**src/rtl/sips4_pkg.sv**
```systemverilog
// SIPS4 shared definitions: opcodes, controller states,
// instruction field positions and decode helpers.
package sips4_pkg;

  localparam logic [3:0] OP_NOP  = 4'h0;
  localparam logic [3:0] OP_LDI  = 4'h1;
  localparam logic [3:0] OP_ADD  = 4'h2;
  localparam logic [3:0] OP_SUB  = 4'h3;
  localparam logic [3:0] OP_AND  = 4'h4;
  localparam logic [3:0] OP_OR   = 4'h5;
  localparam logic [3:0] OP_XOR  = 4'h6;
  localparam logic [3:0] OP_ADDI = 4'h7;
  localparam logic [3:0] OP_MOV  = 4'h8;
  localparam logic [3:0] OP_JMP  = 4'h9;
  localparam logic [3:0] OP_BZ   = 4'hA;
  localparam logic [3:0] OP_BNZ  = 4'hB;
  localparam logic [3:0] OP_BC   = 4'hC;
  localparam logic [3:0] OP_OUT  = 4'hD;
  localparam logic [3:0] OP_RSV  = 4'hE;
  localparam logic [3:0] OP_HALT = 4'hF;

  localparam int OP_MSB = 15;
  localparam int OP_LSB = 12;
  localparam int A_MSB  = 11;
  localparam int A_LSB  = 8;
  localparam int B_MSB  = 7;
  localparam int B_LSB  = 4;
  localparam int C_MSB  = 3;
  localparam int C_LSB  = 0;

  typedef enum logic [2:0] {
    S_FETCH,
    S_DECODE,
    S_READ_B,
    S_READ_C,
    S_EXEC,
    S_HALT
  } state_t;

  function automatic logic reads_b(
    input logic [3:0] op
  );
    return !(op inside {OP_NOP, OP_LDI, OP_JMP,
                        OP_BC, OP_RSV, OP_HALT});
  endfunction

  function automatic logic reads_c(
    input logic [3:0] op
  );
    return op inside {OP_ADD, OP_SUB, OP_AND,
                      OP_OR, OP_XOR};
  endfunction

  function automatic logic writes_ram(
    input logic [3:0] op
  );
    return op inside {OP_LDI, OP_ADD, OP_SUB,
                      OP_AND, OP_OR, OP_XOR,
                      OP_ADDI, OP_MOV};
  endfunction

endpackage

```
**src/rtl/sips4_alu.sv**
```systemverilog
// SIPS4 combinational ALU: 4-bit result, carry/borrow
// and a zero flag on the result.
import sips4_pkg::*;

module sips4_alu (
  input  logic [3:0] op,
  input  logic [3:0] a,
  input  logic [3:0] b,
  input  logic       carry_in,
  output logic [3:0] result,
  output logic       carry_out,
  output logic       zero
);

  logic [4:0] sum;

  assign sum = {1'b0, a} + {1'b0, b};

  // Non-arithmetic ops pass a through and keep carry
  always_comb begin
    result    = a;
    carry_out = carry_in;
    case (op)
      OP_LDI: result = b;
      OP_ADD,
      OP_ADDI: {carry_out, result} = sum;
      OP_SUB: begin
        result    = a - b;
        carry_out = (a < b);
      end
      OP_AND: result = a & b;
      OP_OR:  result = a | b;
      OP_XOR: result = a ^ b;
      default: ;
    endcase
  end

  assign zero = (result == 4'h0);

endmodule

```
**src/rtl/sips4_exec_unit.sv**
```systemverilog
// SIPS4 fetch/decode/execute controller sequencing the
// synchronous instruction ROM and 16x4 data RAM.
import sips4_pkg::*;

module sips4_exec_unit #(
  parameter logic [3:0] RESET_PC = 4'h0
) (
  input  logic        clk,
  input  logic        rst_n,
  output logic [3:0]  rom_addr,
  input  logic [15:0] rom_q,
  output logic [3:0]  ram_raddr,
  input  logic [3:0]  ram_rdata,
  output logic [3:0]  ram_waddr,
  output logic [3:0]  ram_wdata,
  output logic        ram_wen,
  output logic [3:0]  out_data,
  output logic        out_valid,
  output logic        halted
);

  state_t      state;
  logic [3:0]  pc;
  logic [15:0] ir;
  logic [3:0]  opb;
  logic [3:0]  opc;
  logic        carry;

  logic [3:0]  op;
  logic [3:0]  fa;
  logic [3:0]  fb;
  logic [3:0]  fc;
  logic [3:0]  dec_op;
  logic [3:0]  alu_b;
  logic [3:0]  alu_res;
  logic        alu_carry;
  logic        alu_zero;
  logic        taken;

  assign op     = ir[OP_MSB:OP_LSB];
  assign fa     = ir[A_MSB:A_LSB];
  assign fb     = ir[B_MSB:B_LSB];
  assign fc     = ir[C_MSB:C_LSB];
  assign dec_op = rom_q[OP_MSB:OP_LSB];

  // C is an immediate unless the op read a second word
  assign alu_b = reads_c(op) ? opc : fc;

  sips4_alu u_alu (
    .op        (op),
    .a         (opb),
    .b         (alu_b),
    .carry_in  (carry),
    .result    (alu_res),
    .carry_out (alu_carry),
    .zero      (alu_zero)
  );

  always_comb begin
    taken = 1'b0;
    case (op)
      OP_JMP: taken = 1'b1;
      OP_BZ:  taken = alu_zero;
      OP_BNZ: taken = !alu_zero;
      OP_BC:  taken = carry;
      default: ;
    endcase
  end

  always_comb begin
    ram_raddr = fb;
    unique case (1'b1)
      state == S_DECODE: ram_raddr = rom_q[B_MSB:B_LSB];
      state == S_READ_B: ram_raddr = fc;
      default: ;
    endcase
  end

  assign rom_addr  = pc;
  assign ram_waddr = fa;
  assign ram_wdata = alu_res;
  assign ram_wen   = (state == S_EXEC) && writes_ram(op);

  always_ff @(posedge clk or negedge rst_n) begin
    if (!rst_n) begin
      state     <= S_FETCH;
      pc        <= RESET_PC;
      ir        <= 16'h0000;
      opb       <= 4'h0;
      opc       <= 4'h0;
      carry     <= 1'b0;
      out_data  <= 4'h0;
      out_valid <= 1'b0;
      halted    <= 1'b0;
    end else begin
      out_valid <= 1'b0;
      case (state)
        S_FETCH: state <= S_DECODE;
        S_DECODE: begin
          ir    <= rom_q;
          state <= reads_b(dec_op) ? S_READ_B : S_EXEC;
        end
        S_READ_B: begin
          opb   <= ram_rdata;
          state <= reads_c(op) ? S_READ_C : S_EXEC;
        end
        S_READ_C: begin
          opc   <= ram_rdata;
          state <= S_EXEC;
        end
        S_EXEC: begin
          pc    <= taken ? fc : pc + 4'd1;
          carry <= alu_carry;
          if (op == OP_OUT) begin
            out_data  <= opb;
            out_valid <= 1'b1;
          end
          if (op == OP_HALT) begin
            halted <= 1'b1;
            state  <= S_HALT;
          end else begin
            state  <= S_FETCH;
          end
        end
        S_HALT: ;
        default: state <= S_FETCH;
      endcase
    end
  end

endmodule

```
**config.mk**
```make
export PLATFORM = sky130hd
export DESIGN_NAME = sips4_exec_unit
export DESIGN_NICKNAME = d
export VERILOG_FILES = /design/src/rtl/sips4_pkg.sv /design/src/rtl/sips4_alu.sv /design/src/rtl/sips4_exec_unit.sv
export SDC_FILE = /design/constraint.sdc
export NUM_CORES = 1
export LEC_CHECK = 0
export ABC_AREA = 1
export CAP_MARGIN = 20
export CELL_PAD_IN_SITES_DETAIL_PLACEMENT = 1
export CELL_PAD_IN_SITES_GLOBAL_PLACEMENT = 2
export CORE_AREA = 3 3 84 86
export CTS_CLUSTER_SIZE = 16
export DETAILED_ROUTE_END_ITERATION = 12
export DIE_AREA = 0 0 87 89
export DONT_BUFFER_PORTS = 1
export PLACE_DENSITY_LB_ADDON = 0.05
export SLEW_MARGIN = 20
export SYNTH_ARGS = -nofsm -noshare
export SYNTH_HDL_FRONTEND = slang
export SYNTH_SLANG_ARGS = --single-unit
```
**constraint.sdc**
```tcl
create_clock -name clk -period 5.6 [get_ports clk]
set_input_delay 1.68 -clock clk [delete_from_list [all_inputs] [get_ports clk]]
set_output_delay 1.68 -clock clk [all_outputs]
set_load 0.01 [all_outputs]
```
# ---- After elaboration in Yosys (flattened, before gate mapping)
# Index checks and enable logic that the tools add are counted.
dict set report totals {
  reg_bits 38
  latchBits 0
  mem_bits_rw 0
  mem_bits_ro 0
  in_bits 22
  out_inout_bits 23
  word_cells 65
  mem_count 0
}
dict set report op_classes {
  n_addsub 3
  mul 0
  n_div 0
  n_lt_le_gt_ge 1
  eq_ne 24
  n_shift 0
  mux 12
  bitwise 3
  n_reduce_logical 13
}
# op count
set ops {}
lappend ops {{4-bit equality test (second input constant)} 11}
lappend ops {{4-bit case mux with 6 select lines} 1}
lappend ops {{3-bit case mux with 6 select lines} 1}
lappend ops {{4-bit by 3-bit equality test with 1-bit output (second input constant)} 4}
lappend ops {{3-bit two-way mux} 3}
lappend ops {{4-bit by 1-bit equality test with 1-bit output (second input constant)} 2}
lappend ops {{4-bit by 2-bit equality test with 1-bit output (second input constant)} 2}
lappend ops {{4-bit logical NOT} 2}
lappend ops {{4-bit two-way mux} 2}
lappend ops {{4-bit case mux with 2 select lines} 1}
lappend ops {{8-bit nonzero test} 1}
lappend ops {{3-bit by 2-bit equality test with 1-bit output (second input constant)} 2}
lappend ops {{3-bit equality test (second input constant)} 2}
lappend ops {{2-bit AND reduction} 3}
lappend ops {{6-bit nonzero test} 1}
lappend ops {{4-bit by 4-bit adder with 5-bit output} 1}
lappend ops {{5-bit nonzero test} 1}
lappend ops {{4-bit by 1-bit adder with 4-bit output (second input constant)} 1}
lappend ops {{4-bit bitwise AND} 1}
lappend ops {{4-bit < comparator} 1}
lappend ops {{4-bit bitwise OR} 1}
lappend ops {{1-bit case mux with 4 select lines} 1}
lappend ops {{4-bit subtractor} 1}
lappend ops {{4-bit XOR} 1}
lappend ops {{other kinds (8)} 9}

# ---- Logic depth before layout (Yosys ltp)
dict set report logic_depth {
  ltp_word 9
  mapped_depth 23
  depth_no_buf 22
}

# ---- Modules after synthesis
# A second synthesis with hierarchy kept.
dict set report hier_totals {
  hier_cells 339
  area_unflattened_um2 2518.7
}
# module n_inst cells_per_inst area_each_um2 seq_area_each_um2
set by_module_without_submodules {}
lappend by_module_without_submodules {sips4_exec_unit 1 219 1834.3 950.9}
lappend by_module_without_submodules {sips4_alu 1 120 684.4 0.0}

# ---- Worst setup path before layout
# Ideal clock, no wire load.
dict set report synth_path {
  path_type {flip-flop to output port}
  start {reg ir[14]}
  end {out ram_wdata[2]}
  arrival_ns 2.122
  required_time_ns 3.920
  setup_slack_ns 1.798
  path_stages_with_launch 13
  cell_sequence {dfrtp_1 > buf_6 > nor2_4 > nand2_2 > nand3_1 > nand2_1 > inv_1 > ha_1 > inv_1 > fa_1 > or2_2 > nand3_1 > nand4_2}
}
dict set report synth_between {
  elab_chain_cells 5
  word_cells_on_any_way 16
  cone_classes {add/sub (2); eq/ne (7); mux (2); bitwise (3); reduce/logical (2)}
}
# item line_no
set synth_rtl {}
lappend synth_rtl {{from (decl)} sips4_exec_unit.sv:24} ;# logic [15:0] ir;
lappend synth_rtl {{from (signal assigned)} sips4_exec_unit.sv:100} ;# ir <= rom_q;
lappend synth_rtl {{4-bit by 2-bit equality test with 1-bit output or 4-bit by 3-bit equality test with 1-bit output (tied branches)} {sips4_pkg.sv:50, sips4_alu.sv:23}}
lappend synth_rtl {{5-bit nonzero test} sips4_pkg.sv:50} ;# return op inside {OP_ADD, OP_SUB, OP_AND,
lappend synth_rtl {{4-bit two-way mux} sips4_exec_unit.sv:47} ;# assign alu_b = reads_c(op) ? opc : fc;
lappend synth_rtl {{4-bit subtractor (tied with other cells)} sips4_alu.sv:28} ;# result = a - b;
lappend synth_rtl {{4-bit case mux with 6 select lines (*)} sips4_alu.sv:23} ;# case (op)
lappend synth_rtl {{to (decl)} sips4_exec_unit.sv:15} ;# output logic [3:0] ram_wdata,
# Every way passes the cells marked *; elsewhere a longest branch is shown, timed or not.

# ---- Worst setup path in the final report
# Same ends and word-level chain as after synthesis.

==> run summary <==
DRT antenna net count -> 0
number of buffers inserted during clock tree synthesis -> 5
CTS tree -> built
count of clock tree sinks -> 38
multi-input combinational cell area -> 1291 sq um
startpoint kind of the worst setup timing path -> register
Post-Synthesis Cell Area -> 2471 sq um
share of the clock period used by the worst path -> 77.80%
vias in the first global route -> 2,022
sequential standard cell area -> 950.9 sq um
placer's final routability congestion estimate -> 0.7686
global-route congestion overflow total -> 0
worst relative slew slack -> 45.04%
setup clock skew after layout -> 0.004975 ns
post-route cell area -> 2635 sq um
DRC violation total after the first TritonRoute iteration -> 86
Post CTS Setup Buffer Count -> 0
TNS Setup -> 0 ns
Arr. time, crit path -> 2.68 ns
number of violations of the max-capacitance limit -> 0
DIE WIDTH -> 87 microns
CP max stage cell -> dfrtp_1
hold violation count in the final report -> 0
static leakage -> 1.288 nW
Max rail drop VDD -> 0.2524 mV
kind of end point of the critical path -> output port
Clk Latency, worst-skew pair -> 0.28 ns
detailed-route via count -> 2,019
filler cell count -> 770
total of flip-flops plus latches after synthesis -> 38
areal power density over the cells -> 717.8 nW/um^2
end-of-flow core utilization -> 41.50%
Reg clk slew, reported paths -> 0.08 ns
Seq/Total Area, Yosys -> 38.48%
class of the worst hold path -> register to register
kind of critical path -> register to output port
H-tree levels -> 2
YS warnings -> 0
final critical delay including setup and external delays -> 4.357 ns
area overhead of the layout relative to synthesis -> 6.633%
Worst Path Required -> 3.92 ns
Critical Path, Cell by Cell -> nor2_4 > nand2_2 > nand2_4 > nand2_1 > nand2_1 > inv_1 > ha_1 > inv_1 > fa_1 > or2_2 > nand3_1 > nand4_2
number of diodes -> 0
largest fanout on the critical path -> 8
Die H -> 89 microns
count of pins over their slew limit -> 0
total routed wirelength -> 6680 microns
share of layout cells above drive strength 1 -> 12.77%
final number of setup-violating endpoints -> 0
IO Pins -> 45
synth unique cells -> 36
status -> finished, final reports clean
count of buffer and inverter cells on the critical path -> 2
Hold Buf Count CTS -> 0
DR DRC count -> 0
count of buffers inserted at the top-level ports -> 0
hpwl dp -> 5398 microns
area of the die -> 7743 sq um
average size of a mapped cell -> 7.674 sq um
Root Buffer -> clkbuf_8
Register-to-Register Setup Slack -> 2.40 ns
average wire per standard cell -> 16.78 microns
total placed instance area -> 2522 sq um
top achievable clock speed -> 229.5 MHz
number of standard-cell rows in the floorplan -> 29
number of detailed-route iterations in the first pass -> 4
Worst-Margin Slew -> 0.8181 ns
Core Footprint -> 6350 sq um
Max clock buf depth -> 2
synthesized netlist cell count -> 322
pin count of the biggest net entering global routing -> 39
number of antenna violations at the first check in global routing -> 0
initial core utilization -> 38.92%
Post-CTS Resized -> 0
delay-heaviest family, CP -> simple AND/OR/NAND/NOR gates
NumNets Final -> 358
longest individual stage delay on the worst path -> 0.59 ns
setup repair after global routing missed its margin -> no
first-pass GRT wire length -> 10,650 microns
global-route usage over all layers -> 18.13%
number of nets in the synthesized netlist -> 359
detailed-route vias per instance -> 5.073
==> power by group <==
part | internal, W | total, W | switching, W
Clock | 0.000143 | 0.000240 | 0.0000972
Sequential | 0.000396 | 0.000524 | 0.000128
Combinational | 0.000368 | 0.00113 | 0.000759
Total | 0.000907 | 0.00189 | 0.000984
==> tightest hold or removal path, stage by stage (launching register included) <==
cell and delay (ns):
dfrtp_1 0.33, inv_1 0.05, o21ai_0 0.14
==> final cells by class <==
cell class | count | share of cell area (%)
Multi-Input combinational cell | 228 | 49.00
Sequential cell | 38 | 36.09
Inverter | 47 | 6.695
Tap cell | 77 | 3.656
Clock buffer | 6 | 3.134
Clock inverter | 1 | 1.140
Timing Repair Buffer | 1 | 0.2849
==> flip-flops by register name, indices dropped and copies added (netlist names) <==
signal and cells:
carry 1, halted 1, ir 16, opb 4, opc 4, out_data 4, out_valid 1, rom_addr 4
state 3
==> per-layer routing <==
| layer | vias to the layer above | share of wire [%] | GRT usage (%) |
|---|---|---|---|
| met4 | 0 | 0.33 | 3.824 |
| li1 | 1031 | - | - |
| met5 | - | 0 | 0 |
| met1 | 959 | 51 | 26.33 |
| met2 | 27 | 46 | 28.43 |
| met3 | 2 | 2.8 | 3.041 |
==> cells by family (layout without fill, tap and decap cells) <==
group	after synthesis	count (layout)	share of synthesized area, %
adder cells (fa/ha/maj)	15	15	8.203
AO/OA/AOI/OAI	48	48	11.19
buffers and inverters	56	55	9.468
flip-flops	38	38	38.48
AND/OR/NAND/NOR	162	162	31.59
XOR/XNOR	3	3	1.063
==> path summary, 6_finish.rpt <==
kind	end	depth (start not counted)	start
max in group asynchronous	state[0]	0	rst_n
min	opc[3]	2	opc[3]
min reg2reg	opc[3]	2	opc[3]
max	ram_wdata[2]	12	ir[14]
min in group asynchronous	rom_addr[3]	0	rst_n
max reg2reg	rom_addr[0]	19	ir[14]
==> through the flow <==
stage          power [W]  worst slack [ns]  cells  hold WS (ns)
2_1_floorplan   0.001404             1.798    322        0.4431
3_3_place_gp    0.001657             1.624    391        0.5173
3_5_place_dp    0.001680             1.565    391        0.5313
4_1_cts         0.001926             1.223    398        0.5492
5_1_grt         0.002102             1.029    398        0.5682
6_report        0.001891             1.243    398        0.5417
==> layout by cell type, fill, tap and decap left out, types with 2 or more instances in the layout <==
cell / count
nand2_1: 88
nand4_1: 7
dfrtp_1: 38
nand3_1: 22
inv_2: 6
fa_1: 2
clkbuf_8: 6
xnor2_1: 2
o21ai_1: 2
ha_1: 13
nor2_2: 4
o221ai_1: 4
a21oi_1: 6
o21ai_0: 28
or2_2: 2
nand2_4: 3
a21oi_2: 2
nand3_2: 3
nor2_4: 2
nor3_2: 2
inv_1: 41
nor2_1: 15
nand2_2: 7
a31oi_1: 2
nor3_1: 4
==> Yosys cell counts, drive strengths merged <==
library cell	number	area share (%)
o22ai	1	0.25
nand3b	1	0.30
ha	13	6.6
buf	5	1.7
inv	47	7.1
nand3	26	6.4
nor3	6	1.4
o2111ai	1	0.35
o21ai	30	6.1
nor2	21	4.2
nand4	8	2.3
or2	2	0.51
o221ai	4	1.4
a21oi	8	1.9
xor2	1	0.35
dfrtp	38	38
fa	2	1.6
nand2	98	17
a31oi	2	0.51
xnor2	2	0.71
clkbuf	4	0.66
o21bai	1	0.30
o311ai	1	0.35
No activity file was read; power rests on OpenSTA's default activity.
